<file path="config.mk">
export PLATFORM = sky130hd
export DESIGN_NAME = fft_pingpong_buffer
export DESIGN_NICKNAME = d
export VERILOG_FILES = /design/src/rtl/fft_buffer_pkg.sv /design/src/rtl/fft_pingpong_buffer_bank.sv /design/src/rtl/fft_pingpong_buffer.sv
export SDC_FILE = /design/constraint.sdc
export NUM_CORES = 2
export LEC_CHECK = 0
export BUFFER_PORTS_ARGS = -buffer_cell sky130_fd_sc_hd__buf_4
export CAP_MARGIN = 10
export CORE_MARGIN = 5
export CORE_UTILIZATION = 35
export DETAILED_ROUTE_END_ITERATION = 7
export GPL_ROUTABILITY_DRIVEN = 0
export PLACE_DENSITY = 0.48
export RECOVER_POWER = 25
export REMOVE_ABC_BUFFERS = 1
export SKIP_LAST_GASP = 1
export SLEW_MARGIN = 25
export SYNTH_ARGS = -nofsm -noshare
export SYNTH_HDL_FRONTEND = slang
export SYNTH_SLANG_ARGS = --single-unit
</file>
<file path="constraint.sdc">
create_clock -name clk -period 4.2 [get_ports clk]
set_clock_uncertainty 0.05 [all_clocks]
set_input_delay 0.84 -clock clk [delete_from_list [all_inputs] [get_ports clk]]
set_output_delay 0.84 -clock clk [all_outputs]
set_load 0.05 [all_outputs]
</file>
<file path="src/rtl/fft_buffer_pkg.sv">
// fft_buffer_pkg
// Shared definitions for the FFT ping-pong sample buffer:
//   - state_t       : fill-side handshake states (FILL, WAIT)
//   - DEFAULT_*     : default frame geometry (64 words x 32 bits)
//   - bit_reverse() : reverses the low 'width' bits of a value, used when the
//                     BIT_REVERSE_EN macro selects bit-reversed frame loading.
package fft_buffer_pkg;

  typedef enum logic {
    FILL = 1'b0,
    WAIT = 1'b1
  } state_t;

  localparam int DEFAULT_ADDR_W = 6;
  localparam int DEFAULT_DATA_W = 32;

  // Bits at and above 'width' come back as zero, so callers can simply
  // truncate the result to their address width.
  function automatic logic [31:0] bit_reverse(input logic [31:0] value,
                                              input int width);
    logic [31:0] result;
    result = '0;
    for (int i = 0; i < 32; i++) begin
      if (i < width) begin
        result[5'(i)] = value[5'(width - 1 - i)];
      end
    end
    return result;
  endfunction

endpackage

</file>
<file path="src/rtl/fft_pingpong_buffer_bank.sv">
// buffer_bank
// One simple dual-port sample bank of 2^ADDR_W words x DATA_W bits.
// Ports:
//   clk     : rising-edge clock
//   reset_n : synchronous active-low reset, clears only the read register
//   we      : write enable
//   waddr   : write address
//   wdata   : write data
//   raddr   : read address
//   q       : registered read data, one cycle after raddr
// A read and write to the same address in one cycle returns the old word.
module buffer_bank #(
  parameter int ADDR_W = 6,
  parameter int DATA_W = 32
) (
  input  logic              clk,
  input  logic              reset_n,
  input  logic              we,
  input  logic [ADDR_W-1:0] waddr,
  input  logic [DATA_W-1:0] wdata,
  input  logic [ADDR_W-1:0] raddr,
  output logic [DATA_W-1:0] q
);

  logic [DATA_W-1:0] mem [2**ADDR_W];

  // Storage array has no reset so it can map onto block RAM.
  always_ff @(posedge clk) begin
    if (we) begin
      mem[waddr] <= wdata;
    end
  end

  always_ff @(posedge clk) begin
    if (!reset_n) begin
      q <= '0;
    end else begin
      q <= mem[raddr];
    end
  end

endmodule

</file>
<file path="src/rtl/fft_pingpong_buffer.sv">
// fft_pingpong_buffer
// Double-buffered sample store for the FFT datapath. One bank fills from the
// streaming input while the FFT core works in place on the other; banks swap
// when a frame is complete and the compute side has released its bank.
// Ports:
//   clk, reset_n         : clock, synchronous active-low reset
//   in_valid/in_data     : streaming sample input
//   in_ready             : input accepted when in_valid & in_ready
//   overflow             : one-cycle pulse per dropped sample
//   frame_ready          : compute bank holds a full, unreleased frame
//   compute_raddr/_q     : compute read port, 1-cycle latency
//   compute_write/_waddr/_d : compute write port, active only with frame_ready
//   compute_done         : pulse releasing the compute bank
//   fill_bank            : index of the filling bank (compute bank is ~fill_bank)
// Build option: define BIT_REVERSE_EN to load frames in bit-reversed address
// order; otherwise samples are written in natural order.
module fft_pingpong_buffer
  import fft_buffer_pkg::*;
#(
  parameter int ADDR_W = DEFAULT_ADDR_W,
  parameter int DATA_W = DEFAULT_DATA_W
) (
  input  logic              clk,
  input  logic              reset_n,
  input  logic              in_valid,
  input  logic [DATA_W-1:0] in_data,
  output logic              in_ready,
  output logic              overflow,
  output logic              frame_ready,
  input  logic [ADDR_W-1:0] compute_raddr,
  output logic [DATA_W-1:0] compute_q,
  input  logic              compute_write,
  input  logic [ADDR_W-1:0] compute_waddr,
  input  logic [DATA_W-1:0] compute_d,
  input  logic              compute_done,
  output logic              fill_bank
);

  state_t            state, state_next;
  logic [ADDR_W-1:0] count, count_next;
  logic              fill_bank_next;
  logic              frame_ready_next;
  logic              read_bank;
  logic              accept;
  logic              last_sample;
  logic [ADDR_W-1:0] fill_addr;
  logic              compute_we;
  logic              we0, we1;
  logic [ADDR_W-1:0] waddr0, waddr1;
  logic [DATA_W-1:0] wdata0, wdata1;
  logic [DATA_W-1:0] q0, q1;

  assign in_ready    = (state == FILL) & reset_n;
  assign accept      = in_valid & in_ready;
  assign last_sample = (count == {ADDR_W{1'b1}});
  assign compute_we  = compute_write & frame_ready;

`ifdef BIT_REVERSE_EN
  assign fill_addr = ADDR_W'(bit_reverse(32'(count), ADDR_W));
`else
  assign fill_addr = count;
`endif

  always_ff @(posedge clk) begin
    if (!reset_n) begin
      state       <= FILL;
      count       <= '0;
      fill_bank   <= 1'b0;
      frame_ready <= 1'b0;
      overflow    <= 1'b0;
      read_bank   <= 1'b0;
    end else begin
      state       <= state_next;
      count       <= count_next;
      fill_bank   <= fill_bank_next;
      frame_ready <= frame_ready_next;
      overflow    <= in_valid & ~in_ready;
      // Remembers which bank answered this cycle's read address.
      read_bank   <= ~fill_bank;
    end
  end

  // Completing a frame swaps immediately when the compute bank is free or is
  // being released in the same cycle; otherwise the input stalls in WAIT.
  always_comb begin
    state_next       = state;
    count_next       = count;
    fill_bank_next   = fill_bank;
    frame_ready_next = frame_ready;
    case (state)
      FILL: begin
        if (accept && last_sample) begin
          count_next = '0;
          if (!frame_ready || compute_done) begin
            fill_bank_next   = ~fill_bank;
            frame_ready_next = 1'b1;
          end else begin
            state_next = WAIT;
          end
        end else begin
          if (accept) begin
            count_next = count + 1'b1;
          end
          if (compute_done && frame_ready) begin
            frame_ready_next = 1'b0;
          end
        end
      end
      WAIT: begin
        if (compute_done) begin
          fill_bank_next = ~fill_bank;
          state_next     = FILL;
        end
      end
      default: state_next = FILL;
    endcase
  end

  // Each bank's write port is owned by whichever side currently holds it.
  always_comb begin
    we0    = 1'b0;
    we1    = 1'b0;
    waddr0 = compute_waddr;
    waddr1 = compute_waddr;
    wdata0 = compute_d;
    wdata1 = compute_d;
    if (fill_bank == 1'b0) begin
      we0    = accept;
      waddr0 = fill_addr;
      wdata0 = in_data;
      we1    = compute_we;
    end else begin
      we1    = accept;
      waddr1 = fill_addr;
      wdata1 = in_data;
      we0    = compute_we;
    end
  end

  buffer_bank #(.ADDR_W(ADDR_W), .DATA_W(DATA_W)) bank0 (
    .clk     (clk),
    .reset_n (reset_n),
    .we      (we0),
    .waddr   (waddr0),
    .wdata   (wdata0),
    .raddr   (compute_raddr),
    .q       (q0)
  );

  buffer_bank #(.ADDR_W(ADDR_W), .DATA_W(DATA_W)) bank1 (
    .clk     (clk),
    .reset_n (reset_n),
    .we      (we1),
    .waddr   (waddr1),
    .wdata   (wdata1),
    .raddr   (compute_raddr),
    .q       (q1)
  );

  assign compute_q = read_bank ? q1 : q0;

endmodule
</file>
Word level (Yosys, flattened, before mapping)
Memories as Yosys holds them, arrays and structs flattened. A register that Yosys moved wholly into a read port is not among the register bits.
Index checks and enable logic that the tools add are counted.
Cells by class
  add/subtract/negate cells: 1
  bitwise operators: 7
  mux-type cells: 24
  reductions and logical operators: 11
  equality and inequality tests: 5
Operators with widths (count)
  32-bit 2-to-1 mux: 3
  6-bit 2-to-1 mux: 4
  1-bit 2-to-1 mux: 15
  6-bit by 1-bit adder with 6-bit output, second input constant: 1
  6-bit equality test, second input constant: 1
  2-bit by 1-bit != test with 1-bit output, second input constant: 3
  3-bit AND reduction: 2
  1-bit bitwise AND: 4
  1-bit one-hot mux with 2 select lines: 2
  2-bit nonzero test: 2
  1-bit logical NOT: 3
  1-bit NOT: 3
  1-bit logical AND: 2
  2-bit != test, second input constant: 1
  2-bit AND reduction: 1
  1-bit logical OR: 1
Word-level totals
  register bits after elaboration: 11
  input port bits: 81
  logic and storage cells: 56
  memories kept: 2
  output and inout port bits: 36
  bits in writable memories: 4096
Memories
  bank0.mem: words 64, bits a word 32, read ports 1, clocked after Yosys merged registers in 1, write ports 1, line fft_pingpong_buffer_bank.sv:25  | logic [DATA_W-1:0] mem [2**ADDR_W];
  bank1.mem: words 64, bits a word 32, read ports 1, clocked after Yosys merged registers in 1, write ports 1, line fft_pingpong_buffer_bank.sv:25

Longest topological paths before layout
  word-level depth: 6
  depth in mapped cells: 12
  gate-level depth less buffers: 6

Hierarchy
A second synthesis with hierarchy kept.
Second synthesis, totals
  cells, all modules: 6996
  area, all modules: 160740.4 um^2
Modules (own cells, without submodules)
  buffer_bank: cells an instance 3405, sequential area each 62139.6 um^2, area an instance 79444.9 um^2, instances 2
  fft_pingpong_buffer: cells an instance 186, sequential area each 220.2 um^2, area an instance 1850.5 um^2, instances 1

Least setup slack after synthesis
No wires, ideal clock.
  path type: reg2reg
  start point: reg fill_bank
  end point: mem bank0.mem[13][0], enable pin
  setup time: 0.421 ns
  slack: 0.341 ns
  path buffers: 3
  data arrival time: 3.388 ns
  required time: 3.729 ns
  clock period less this slack: 3.859 ns
  stages on the path, launching flop included: 7
  cells stage by stage: dfxtp_1 buf_2 buf_1 clkbuf_1 mux2i_1 nand2_1 nor2_1
Between the ends
  cells in the longest elaborated chain, start to end: 3
  elaborated cells on any way between the ends: 4
  those cells by class: mux (4)
Ends and longest elaborated chain
  from (decl): line fft_pingpong_buffer.sv:36  | output logic fill_bank
  from (signal assigned): line fft_pingpong_buffer.sv:75  | fill_bank <= fill_bank_next;
  1-bit 2-to-1 mux: line fft_pingpong_buffer.sv:127  | if (fill_bank == 1'b0) begin
  1-bit 2-to-1 mux: line fft_pingpong_buffer_bank.sv:29  | if (we) begin
  1-bit 2-to-1 mux (implied by the code): line fft_pingpong_buffer_bank.sv:30  | mem[waddr] <= wdata;
  to (decl): line fft_pingpong_buffer_bank.sv:25
Several ways; a longest one is shown, not always the timed one.

Final worst setup path
  start point: reg frame_ready
  end point: mem bank0.mem[16][7], enable pin
Between the ends
  cells in the longest elaborated chain, start to end: 4
Ends and longest elaborated chain
  from (decl): line fft_pingpong_buffer.sv:29  | output logic frame_ready,
  from (signal assigned): line fft_pingpong_buffer.sv:76  | frame_ready <= frame_ready_next;
  1-bit bitwise AND: line fft_pingpong_buffer.sv:56  | assign compute_we = compute_write & frame_ready;
  1-bit 2-to-1 mux: line fft_pingpong_buffer.sv:127
  1-bit 2-to-1 mux: line fft_pingpong_buffer_bank.sv:29
  1-bit 2-to-1 mux (implied by the code): line fft_pingpong_buffer_bank.sv:30
Every way passes these cells.

==> impl_metrics.yaml <==
status:
  status: "finished, violations left"
  violations: "max-capacitance violations, max-slew violations"
clock_tree:
  cts_resized: 0
  clk_latency_ns: 0.99
  postCtsSetupBuffers: 0
  hold_buffers: 1
  cts_tree: "yes"
  htree_num_levels: 5
  cts_buffers: 423
  numClockSinks: 4171
  cts-root-buf: "clkbuf_16"
  clk_path_buf_depth: 4
  clk_pin_slew_worst_paths_ns: 0.06
floorplanning:
  die_area_um2: 472000
  core_area_um2: 456000
  start_util: 0.351
  die_x_um: 687
  ios: 117
  rows: 248
  dieHeight_um: 687
drt:
  detail_route.wl_per_cell_um: 34.1
  routed_wirelength_um: 497000
  dr_total_vias: 80700
  postRouteAntennaNets: 0
  firstDrtPassIters: 6
  via_per_inst: 5.53
  drt_iter0_markers: 8980
  drc: 0
sta:
  rsz0062_at_grt: "false"
  timing.final.crit_share: 0.936
  fin_setup_tns_ns: 0
  holdWs_ns: 0.213
  worst_pin_slew_ns: 1.92
  slew_headroom: -0.279
  period_minus_slack_ns: 3.93
  hold_viol_final: 0
  fmax_ghz: 0.254
  drv_slew: 347
  setup_viol: 0
pwr:
  power_density_nw_per_um2: 467
  leakagePower_nw: 59.3
  fin_total_pwr_mw: 87.5
  peakVddDrop_uv: 362
finish:
  final_common_cell: "edfxtp_1"
  final_cells: 14600
  layout-drive-gt1-share: 0.285
  final_net_count: 8158
  area_delta_synth_final_pct: 16.9
  final_cell_mix: "edfxtp_1 (4,096), mux4_2 (864), mux2i_1 (588)"
global_route:
  grt_pass1_wl_um: 683000
  gr-total-overflow: 0
  antenna_found_initial: 54
  grtUsageTotal: 0.207
  first_global_vias: 81700
  grt_max_degree: 65
place:
  hpwlAfterDp_um: 298000
  dp_cells: 13800
  port_buffers: 116
logic_synthesis:
  synthFlopType: "edfxtp_1"
  ys_warn_count: 0
  syn_area_um2: 160000
  synth_cells: 7349
  ys_seq_area_frac: 0.777
  synth_enable_flop_cells: 4096
  yosys_register_bits: 4171
  syn_area_per_cell_um2: 21.8
  synth_cell_type_count: 53
  async_flop_share: 0
setup_path:
  arrival_ns: 4.45
  cp_data_required_time_ns: 4.71
  crit_path_end_kind: "register"
  crit_type: "register to register"
  critPathMaxFanout: 20
  critPathLaunchType: "register"
hold_path:
  hp-class: "primary input to register"
job:
  maxCapViolCount: 9
## power breakdown
group | leakage [nW] | internal [mW] | switching [mW] | total [mW]
clock | 6.56 | 20.7 | 15.9 | 36.6
combinational | 15.3 | 1.73 | 3.24 | 4.97
sequential | 37.4 | 45.8 | 0.195 | 46.0
total | 59.3 | 68.2 | 19.4 | 87.5
## path summary, 6_finish.rpt
kind,from,end,slack (ns),cells past startpoint
max reg2reg,frame_ready$_SDFFE_PN0P_,bank0.mem[16][7]$_DFFE_PP_,0.27,7
min reg2reg,frame_ready$_SDFFE_PN0P_,frame_ready$_SDFFE_PN0P_,0.52,2
max,frame_ready$_SDFFE_PN0P_,bank0.mem[16][7]$_DFFE_PP_,0.27,7
min,in_data[22],bank1.mem[10][22]$_DFFE_PP_,0.21,2
## metrics by stage
step / setup slack [ns] / instance area (um2) / util
3_3_place_gp: -0.437 / 174000 / 0.382
6_report: 0.268 / 187000 / 0.411
5_1_grt: 0.290 / 187000 / 0.410
2_1_floorplan: -1.59 / 158000 / -
4_1_cts: 0.602 / 188000 / 0.412
3_5_place_dp: 0.0146 / 175000 / 0.382
## layout make-up
| type | count | area [um2] |
|---|---|---|
| diodes | 27 | 67.6 |
| clock buffers | 544 | 11400 |
| clock inverters | 240 | 1940 |
| fillers | 40000 | 269000 |
| inverters | 4 | 15.0 |
| multi-input cells | 2755 | 34600 |
| flip-flops and latches | 4171 | 125000 |
| well taps | 6125 | 7660 |
| repair buffers | 721 | 7160 |
## sequential cells by signal (all words and copies together), names as in the netlist
signal	flops
bank0.mem	2048
bank0.q	32
bank1.mem	2048
bank1.q	32
count	6
fill_bank	1
frame_ready	1
overflow	1
read_bank	1
state	1
## per-layer routing
layer / up-vias / wire length (um) / GRT usage
li1: 32500 / - / -
met1: 44800 / 222000 / 0.304
met2: 2838 / 230000 / 0.324
met3: 564 / 34700 / 0.0367
met4: 22 / 10600 / 0.0412
met5: - / 149 / 0
## worst max-delay path: stages (launching register included)
cell,delay (ns)
dfxtp_1,0.42
nand2_1,0.40
nor2_1,0.22
a22o_1,0.30
nand2_1,0.29
clkbuf_2,0.32
nor2_4,0.15
clkbuf_1,1.33
## synthesized netlist by cell type, drive strengths merged (3+ instances only)
cell type | instances | area [um2]
o221a | 3 | 33.8
nand2 | 102 | 383
inv | 4 | 15.0
o211ai | 13 | 97.6
nand2b | 13 | 81.3
a22o | 12 | 105
a2111oi | 5 | 75.1
a211oi | 130 | 976
nor3 | 3 | 15.0
clkbuf | 177 | 664
a221oi | 11 | 96.3
mux4 | 864 | 19500
a22oi | 57 | 428
buf | 242 | 1510
and2 | 7 | 43.8
a21oi | 112 | 561
and3 | 4 | 25.0
o21a | 30 | 225
o2111ai | 29 | 254
o21ai | 76 | 380
mux2 | 117 | 1320
nor2b | 86 | 538
o31ai | 59 | 443
o22ai | 118 | 738
o221ai | 10 | 87.6
edfxtp | 4096 | 123000
o22a | 15 | 131
nor2 | 235 | 882
o311ai | 4 | 35.0
mux2i | 588 | 5890
dfxtp | 75 | 1500
nand3 | 17 | 85.1
a31oi | 13 | 81.3
## kinds of logic (layout without fill, tap and decap cells)
| kind of cell | after synthesis | after routing | share of synthesized area |
|---|---|---|---|
| buffers and inverters | 423 | 1509 | 0.0136 |
| other | 0 | 27 | 0 |
| xor gates and xnor gates | 4 | 4 | 0.000219 |
| AOI/OAI and AO/OA | 706 | 706 | 0.0301 |
| and+or+nand+nor | 475 | 475 | 0.0132 |
| adders and majority gates | 1 | 1 | 0.0000780 |
| muxes | 1569 | 1569 | 0.166 |
| DFF | 4171 | 4171 | 0.777 |
(Power assumes the default switching activity.)
